===== config.mk =====
export PLATFORM = sky130hd
export DESIGN_NAME = mc_control_unit
export DESIGN_NICKNAME = d
export VERILOG_FILES = /design/src/rtl/mc_control_unit.sv
export SDC_FILE = /design/constraint.sdc
export NUM_CORES = 1
export LEC_CHECK = 0
export CAP_MARGIN = 30
export CORE_MARGIN = 2
export CORE_UTILIZATION = 41
export DETAILED_ROUTE_END_ITERATION = 10
export PLACE_DENSITY = 0.84
export RECOVER_POWER = 50
export SYNTH_ARGS = -nofsm -noshare
export SYNTH_HDL_FRONTEND = slang
export SYNTH_SLANG_ARGS = --single-unit
export TNS_END_PERCENT = 10

===== constraint.sdc =====
create_clock -name clk -period 3.7 [get_ports clk]
set_clock_uncertainty 0.05 [all_clocks]
set_input_delay 0.37 -clock clk [delete_from_list [all_inputs] [get_ports clk]]
set_output_delay 0.37 -clock clk [all_outputs]
set_load 0.05 [all_outputs]

===== src/rtl/mc_control_unit.sv =====
// Multicycle MIPS control unit: a Moore FSM that steps each instruction
// through 3-5 cycles and drives the shared-ALU / single-memory datapath.
// Memory accesses wait on mem_ready, bne is optional, and unsupported
// opcodes or functs either trap or are dropped as a NOP.
`timescale 1ns/1ps
module mc_control_unit #(
  parameter int ALUCTRL_W = 3,
  parameter bit EN_BNE    = 1'b1,
  parameter bit EN_TRAP   = 1'b1
) (
  input  logic                 clk,
  input  logic                 reset_n,
  input  logic [5:0]           op,
  input  logic [5:0]           funct,
  input  logic                 zero,
  input  logic                 mem_ready,
  output logic                 iord,
  output logic                 memwrite,
  output logic                 irwrite,
  output logic                 regdst,
  output logic                 memtoreg,
  output logic                 regwrite,
  output logic                 alusrca,
  output logic [1:0]           alusrcb,
  output logic [1:0]           pcsrc,
  output logic                 pcen,
  output logic [ALUCTRL_W-1:0] alucontrol,
  output logic                 illegal,
  output logic [3:0]           state
);

  typedef enum logic [3:0] {
    S_FETCH  = 4'd0,
    S_DECODE = 4'd1,
    S_MEMADR = 4'd2,
    S_MEMRD  = 4'd3,
    S_MEMWB  = 4'd4,
    S_MEMWR  = 4'd5,
    S_EXEC   = 4'd6,
    S_ALUWB  = 4'd7,
    S_BRANCH = 4'd8,
    S_ADDIEX = 4'd9,
    S_ADDIWB = 4'd10,
    S_JUMP   = 4'd11,
    S_TRAP   = 4'd12
  } state_t;

  localparam logic [5:0] OP_RTYPE = 6'b000000;
  localparam logic [5:0] OP_LW    = 6'b100011;
  localparam logic [5:0] OP_SW    = 6'b101011;
  localparam logic [5:0] OP_BEQ   = 6'b000100;
  localparam logic [5:0] OP_BNE   = 6'b000101;
  localparam logic [5:0] OP_ADDI  = 6'b001000;
  localparam logic [5:0] OP_J     = 6'b000010;

  localparam logic [2:0] ALU_ADD = 3'b010;
  localparam logic [2:0] ALU_SUB = 3'b110;
  localparam logic [2:0] ALU_AND = 3'b000;
  localparam logic [2:0] ALU_OR  = 3'b001;
  localparam logic [2:0] ALU_SLT = 3'b111;

  // Where an illegal instruction goes: parked in TRAP, or dropped as a NOP.
  localparam state_t S_ILLNEXT = EN_TRAP ? S_TRAP : S_FETCH;

  // 1 when the opcode is one this build can execute.
  function automatic logic op_legal(input logic [5:0] o);
    case (o)
      OP_RTYPE, OP_LW, OP_SW, OP_BEQ, OP_ADDI, OP_J: op_legal = 1'b1;
      OP_BNE:  op_legal = EN_BNE;
      default: op_legal = 1'b0;
    endcase
  endfunction

  // R-type funct decode: {valid, alu code}; unknown functs fall back to add.
  function automatic logic [3:0] funct_dec(input logic [5:0] f);
    case (f)
      6'b100000: funct_dec = {1'b1, ALU_ADD};
      6'b100010: funct_dec = {1'b1, ALU_SUB};
      6'b100100: funct_dec = {1'b1, ALU_AND};
      6'b100101: funct_dec = {1'b1, ALU_OR};
      6'b101010: funct_dec = {1'b1, ALU_SLT};
      default:   funct_dec = {1'b0, ALU_ADD};
    endcase
  endfunction

  state_t     state_q;
  logic [3:0] fdec_s;
  logic       funct_ok_s;
  logic [2:0] funct_alu_s;

  assign fdec_s      = funct_dec(funct);
  assign funct_ok_s  = fdec_s[3];
  assign funct_alu_s = fdec_s[2:0];

  // State register and transition rules for every instruction class.
  always_ff @(posedge clk or negedge reset_n) begin
    if (!reset_n) begin
      state_q <= S_FETCH;
    end else begin
      case (state_q)
        S_FETCH:  state_q <= mem_ready ? S_DECODE : S_FETCH;
        S_DECODE: begin
          case (op)
            OP_RTYPE:     state_q <= S_EXEC;
            OP_LW, OP_SW: state_q <= S_MEMADR;
            OP_BEQ:       state_q <= S_BRANCH;
            OP_BNE:       state_q <= EN_BNE ? S_BRANCH : S_ILLNEXT;
            OP_ADDI:      state_q <= S_ADDIEX;
            OP_J:         state_q <= S_JUMP;
            default:      state_q <= S_ILLNEXT;
          endcase
        end
        S_MEMADR: state_q <= (op == OP_SW) ? S_MEMWR : S_MEMRD;
        S_MEMRD:  state_q <= mem_ready ? S_MEMWB : S_MEMRD;
        S_MEMWB:  state_q <= S_FETCH;
        S_MEMWR:  state_q <= mem_ready ? S_FETCH : S_MEMWR;
        S_EXEC:   state_q <= funct_ok_s ? S_ALUWB : S_ILLNEXT;
        S_ALUWB:  state_q <= S_FETCH;
        S_BRANCH: state_q <= S_FETCH;
        S_ADDIEX: state_q <= S_ADDIWB;
        S_ADDIWB: state_q <= S_FETCH;
        S_JUMP:   state_q <= S_FETCH;
        S_TRAP:   state_q <= S_TRAP;
        default:  state_q <= S_FETCH;
      endcase
    end
  end

  logic       iord_s, memwrite_s, irwrite_s, regdst_s, memtoreg_s;
  logic       regwrite_s, alusrca_s, pcen_s, illegal_s;
  logic [1:0] alusrcb_s, pcsrc_s;
  logic [2:0] alu_s;

  // Moore output decode; anything a state does not name stays 0.
  always_comb begin
    iord_s     = 1'b0;
    memwrite_s = 1'b0;
    irwrite_s  = 1'b0;
    regdst_s   = 1'b0;
    memtoreg_s = 1'b0;
    regwrite_s = 1'b0;
    alusrca_s  = 1'b0;
    alusrcb_s  = 2'b00;
    pcsrc_s    = 2'b00;
    pcen_s     = 1'b0;
    alu_s      = 3'b000;
    illegal_s  = 1'b0;
    case (state_q)
      S_FETCH: begin
        alusrcb_s = 2'b01;
        alu_s     = ALU_ADD;
        irwrite_s = mem_ready;
        pcen_s    = mem_ready;
      end
      S_DECODE: begin
        alusrcb_s = 2'b11;
        alu_s     = ALU_ADD;
        illegal_s = ~op_legal(op);
      end
      S_MEMADR, S_ADDIEX: begin
        alusrca_s = 1'b1;
        alusrcb_s = 2'b10;
        alu_s     = ALU_ADD;
      end
      S_MEMRD: iord_s = 1'b1;
      S_MEMWB: begin
        memtoreg_s = 1'b1;
        regwrite_s = 1'b1;
      end
      S_MEMWR: begin
        iord_s     = 1'b1;
        memwrite_s = 1'b1;
      end
      S_EXEC: begin
        alusrca_s = 1'b1;
        alu_s     = funct_alu_s;
        illegal_s = ~funct_ok_s;
      end
      S_ALUWB: begin
        regdst_s   = 1'b1;
        regwrite_s = 1'b1;
      end
      S_BRANCH: begin
        alusrca_s = 1'b1;
        alu_s     = ALU_SUB;
        pcsrc_s   = 2'b01;
        pcen_s    = (op == OP_BNE) ? ~zero : zero;
      end
      S_ADDIWB: regwrite_s = 1'b1;
      S_JUMP: begin
        pcsrc_s = 2'b10;
        pcen_s  = 1'b1;
      end
      S_TRAP:  illegal_s = 1'b1;
      default: illegal_s = 1'b0;
    endcase
  end

  // While reset is held no strobe may reach the datapath.
  assign irwrite  = irwrite_s  & reset_n;
  assign pcen     = pcen_s     & reset_n;
  assign memwrite = memwrite_s & reset_n;
  assign regwrite = regwrite_s & reset_n;

  assign iord     = iord_s;
  assign regdst   = regdst_s;
  assign memtoreg = memtoreg_s;
  assign alusrca  = alusrca_s;
  assign alusrcb  = alusrcb_s;
  assign pcsrc    = pcsrc_s;
  assign illegal  = illegal_s;
  assign state    = state_q;

  // Upper ALU-control bits are unused by this ALU and held at 0.
  always_comb begin
    alucontrol      = '0;
    alucontrol[2:0] = alu_s;
  end

endmodule


==> impl_metrics.env <==
export IMPL_run_status="completed"
export IMPL_crit_path_max_fanout=16
export IMPL_holdCritPathClass="in -> async"
export IMPL_grt_use_total_pct=19.7
export IMPL_yosys_area_share_simple_pct=45.0
export IMPL_final_common_cell="clkdlybuf4s50_1"
export IMPL_gp_congestion=0.861
export IMPL_drive_gt1_share_pct=6.82
export IMPL_first_global_vias=716
export IMPL_ctsLongestPathBuffers=2
export IMPL_fin_area_sq_mm=0.00103
export IMPL_cts_resized_gates=0
export IMPL_viasPerCell=5.80
export IMPL_synth_xor_area_share_pct=4.00
export IMPL_start_util_pct=43.6
export IMPL_crit_required_ns=3.28
export IMPL_muxShareOfSynthArea_pct=3.43
export IMPL_ant_nets=0
export IMPL_layout_nets=150
export IMPL_clkSlewWorstSetupHoldPaths_ns=0.04
export IMPL_cts_root_buf="clkbuf_4"
export IMPL_mostFrequentLayoutCells="26 x clkdlybuf4s50_1, 15 x nor2_1, 9 x dlygate4sd3_1"
export IMPL_synth_top_area_share_pct=15.2
export IMPL_postCtsSetupRepairBufs=0
export IMPL_wl_microns=1930
export IMPL_final_cells=148
export IMPL_largest_reg_flops=4
export IMPL_synth_top_family_by_area="simple AND/OR/NAND/NOR gates"
export IMPL_seq_area_frac_synth_pct=15.2
export IMPL_core_area_sq_mm=0.00151
export IMPL_synth_top_area_cell="dfrtp_1"
export IMPL_synthAdderAreaFrac_pct=0
export IMPL_fmax_mhz=346
export IMPL_relSlewSlack_pct=65.8
export IMPL_die_w_microns=44.0
export IMPL_setup_viol_count_final=0
export IMPL_numClockSinks=4
export IMPL_tns_ns=0
export IMPL_die_area_sq_mm=0.00194
export IMPL_numCtsBuffers=3
export IMPL_ys_flop_type="dfrtp_1"
export IMPL_vias=858
export IMPL_clk_latency_ns=0.23
export IMPL_top_level_ports=36
export IMPL_drtIter0Drc=16
export IMPL_maxCapViolCount=0
export IMPL_power_density_mw_per_mm2=826
export IMPL_hold_buffers=0
export IMPL_async_flop_share_pct=100
export IMPL_r2r_slack_ns=2.16
export IMPL_drc=0
export IMPL_ys_seq_elements=4
export IMPL_antenna_found_initial=0
export IMPL_hold_viol_final=0
export IMPL_syn_area_sq_um=657
export IMPL_hpwl_microns=1510
export IMPL_io_buffer_count=35
export IMPL_synth_distinct_cells=39
export IMPL_grt_ovfl_total=0
export IMPL_ys_warn_count=0
export IMPL_grt_start_max_net_pins=19
export IMPL_critPathKind="reg -> out"
export IMPL_wl_per_cell_microns=13.0
export IMPL_synth_nets=114
export IMPL_reg2reg_depth=4
export IMPL_dp_cells=145
export IMPL_htreeDepth=1
export IMPL_r2r_end="state[2]$_DFF_PN0_"
export IMPL_synth_area_per_cell_sq_um=6.70
export IMPL_power_leakage_nw=0.401
export IMPL_rows=14
export IMPL_worstPathArrival_ns=2.47
export IMPL_fill_cells=136
export IMPL_end_kind="output port"
export IMPL_place_area_sq_mm=0.00101
export IMPL_critPathLaunchType="flip-flop"
export IMPL_syn_inst=98
export IMPL_peakVddDrop_mv=0.531
export IMPL_antenna_cells=0
export IMPL_finalCriticalPeriod_ns=2.89
export IMPL_worstReg2RegStart="state[3]$_DFF_PN0_"
export IMPL_grt_pass1_wl_microns=2930
export IMPL_worstMarginPinSlew_ns=0.513
export IMPL_cts_tree="done"
export IMPL_synth_compound_area_share_pct=25.7
export IMPL_dr_pass1_iters=4
export IMPL_synth_edff_count=0
export IMPL_timing_final_crit_share_pct=78.1
export IMPL_synthTopCellsByArea="dfrtp_1 15%, nor2_1 8.6%, nand2b_1 7.6%, a21oi_1 3.8%, nand3_1 3.8%"
export IMPL_syn_to_final_growth_pct=56.6
export IMPL_rsz0062_at_grt="false"
export IMPL_slew_violations=0
export IMPL_die_h_microns=44.0
## Yosys cell counts (2+ instances only)
cell and number:
o21ai_0 2, nor3_1 5, mux2_2 2, nand2_1 6, o21ai_1 4, nor2_1 15, and2b_1 2, dfrtp_1 4
o21bai_1 2, and3_1 3, inv_1 3, nor2b_1 3, o31ai_1 2, nand3_1 5, buf_4 2, nand2b_1 8
xnor2_1 2, a21oi_1 5, buf_2 2, nor3b_1 2
## critical path, cell delays in order, from the launching register on
cell and delay (ns):
dfrtp_1 0.54, nand2b_1 0.30, or4_4 0.44, o21bai_1 0.15, clkdlybuf4s50_1 0.81
## through the flow
step           worst slack [ns]  utilization, %  total power, W  hold WS [ns]
3_3_place_gp              0.893            66.8        0.000802         0.600
3_5_place_dp              0.888            66.8        0.000807         0.607
6_report                  0.809            68.3        0.000849         0.445
2_1_floorplan              1.00               -        0.000603        0.0244
4_1_cts                   0.808            68.3        0.000862         0.365
5_1_grt                   0.651            68.3        0.000897         0.437
## metal layers
layer / vias up / global-route usage (%) / part of all wire (%)
met3: 2 / 3.67 / 5.2
met5: - / 0 / 0
met1: 395 / 23.6 / 43
met4: 0 / 3.64 / 0.21
li1: 427 / - / -
met2: 34 / 36.5 / 52
## where the power goes
part | switching, W | internal, W | leakage, nW | total, W
clock | 0.0000163 | 0.0000362 | 0.0138 | 0.0000524
combinational | 0.000433 | 0.000235 | 0.335 | 0.000668
sequential | 0.0000675 | 0.0000612 | 0.0525 | 0.000129
## area by class of cell
| type | count | area, sq um | share of cell area (%) |
|---|---|---|---|
| Clock buffer | 3 | 22.5 | 2.19 |
| Inverter | 4 | 15.0 | 1.46 |
| Multi-Input combinational cell | 85 | 513 | 49.9 |
| Sequential cell | 4 | 100 | 9.73 |
| Tap cell | 16 | 20.0 | 1.95 |
| Timing Repair Buffer | 36 | 358 | 34.8 |
## logic make-up after synthesis
kind of cell | after synthesis
mux | 2
compound gates | 25
simple gates | 55
xor+xnor | 3
flops | 4
buf+inv | 9
## worst max-delay path by stage
stage	from	end	slack, ns	cells past startpoint
2_1_floorplan	state[0]$_DFF_PN0_	regwrite	1.00	4
3_3_place_gp	funct[4]	alucontrol[2]	0.89	5
3_5_place_dp	funct[4]	alucontrol[2]	0.89	5
4_1_cts	state[1]$_DFF_PN0_	alucontrol[2]	0.81	4
5_1_grt	state[1]$_DFF_PN0_	alucontrol[2]	0.65	4
6_report	state[3]$_DFF_PN0_	alucontrol[2]	0.81	4
No activity file was read; power rests on OpenSTA's default activity.
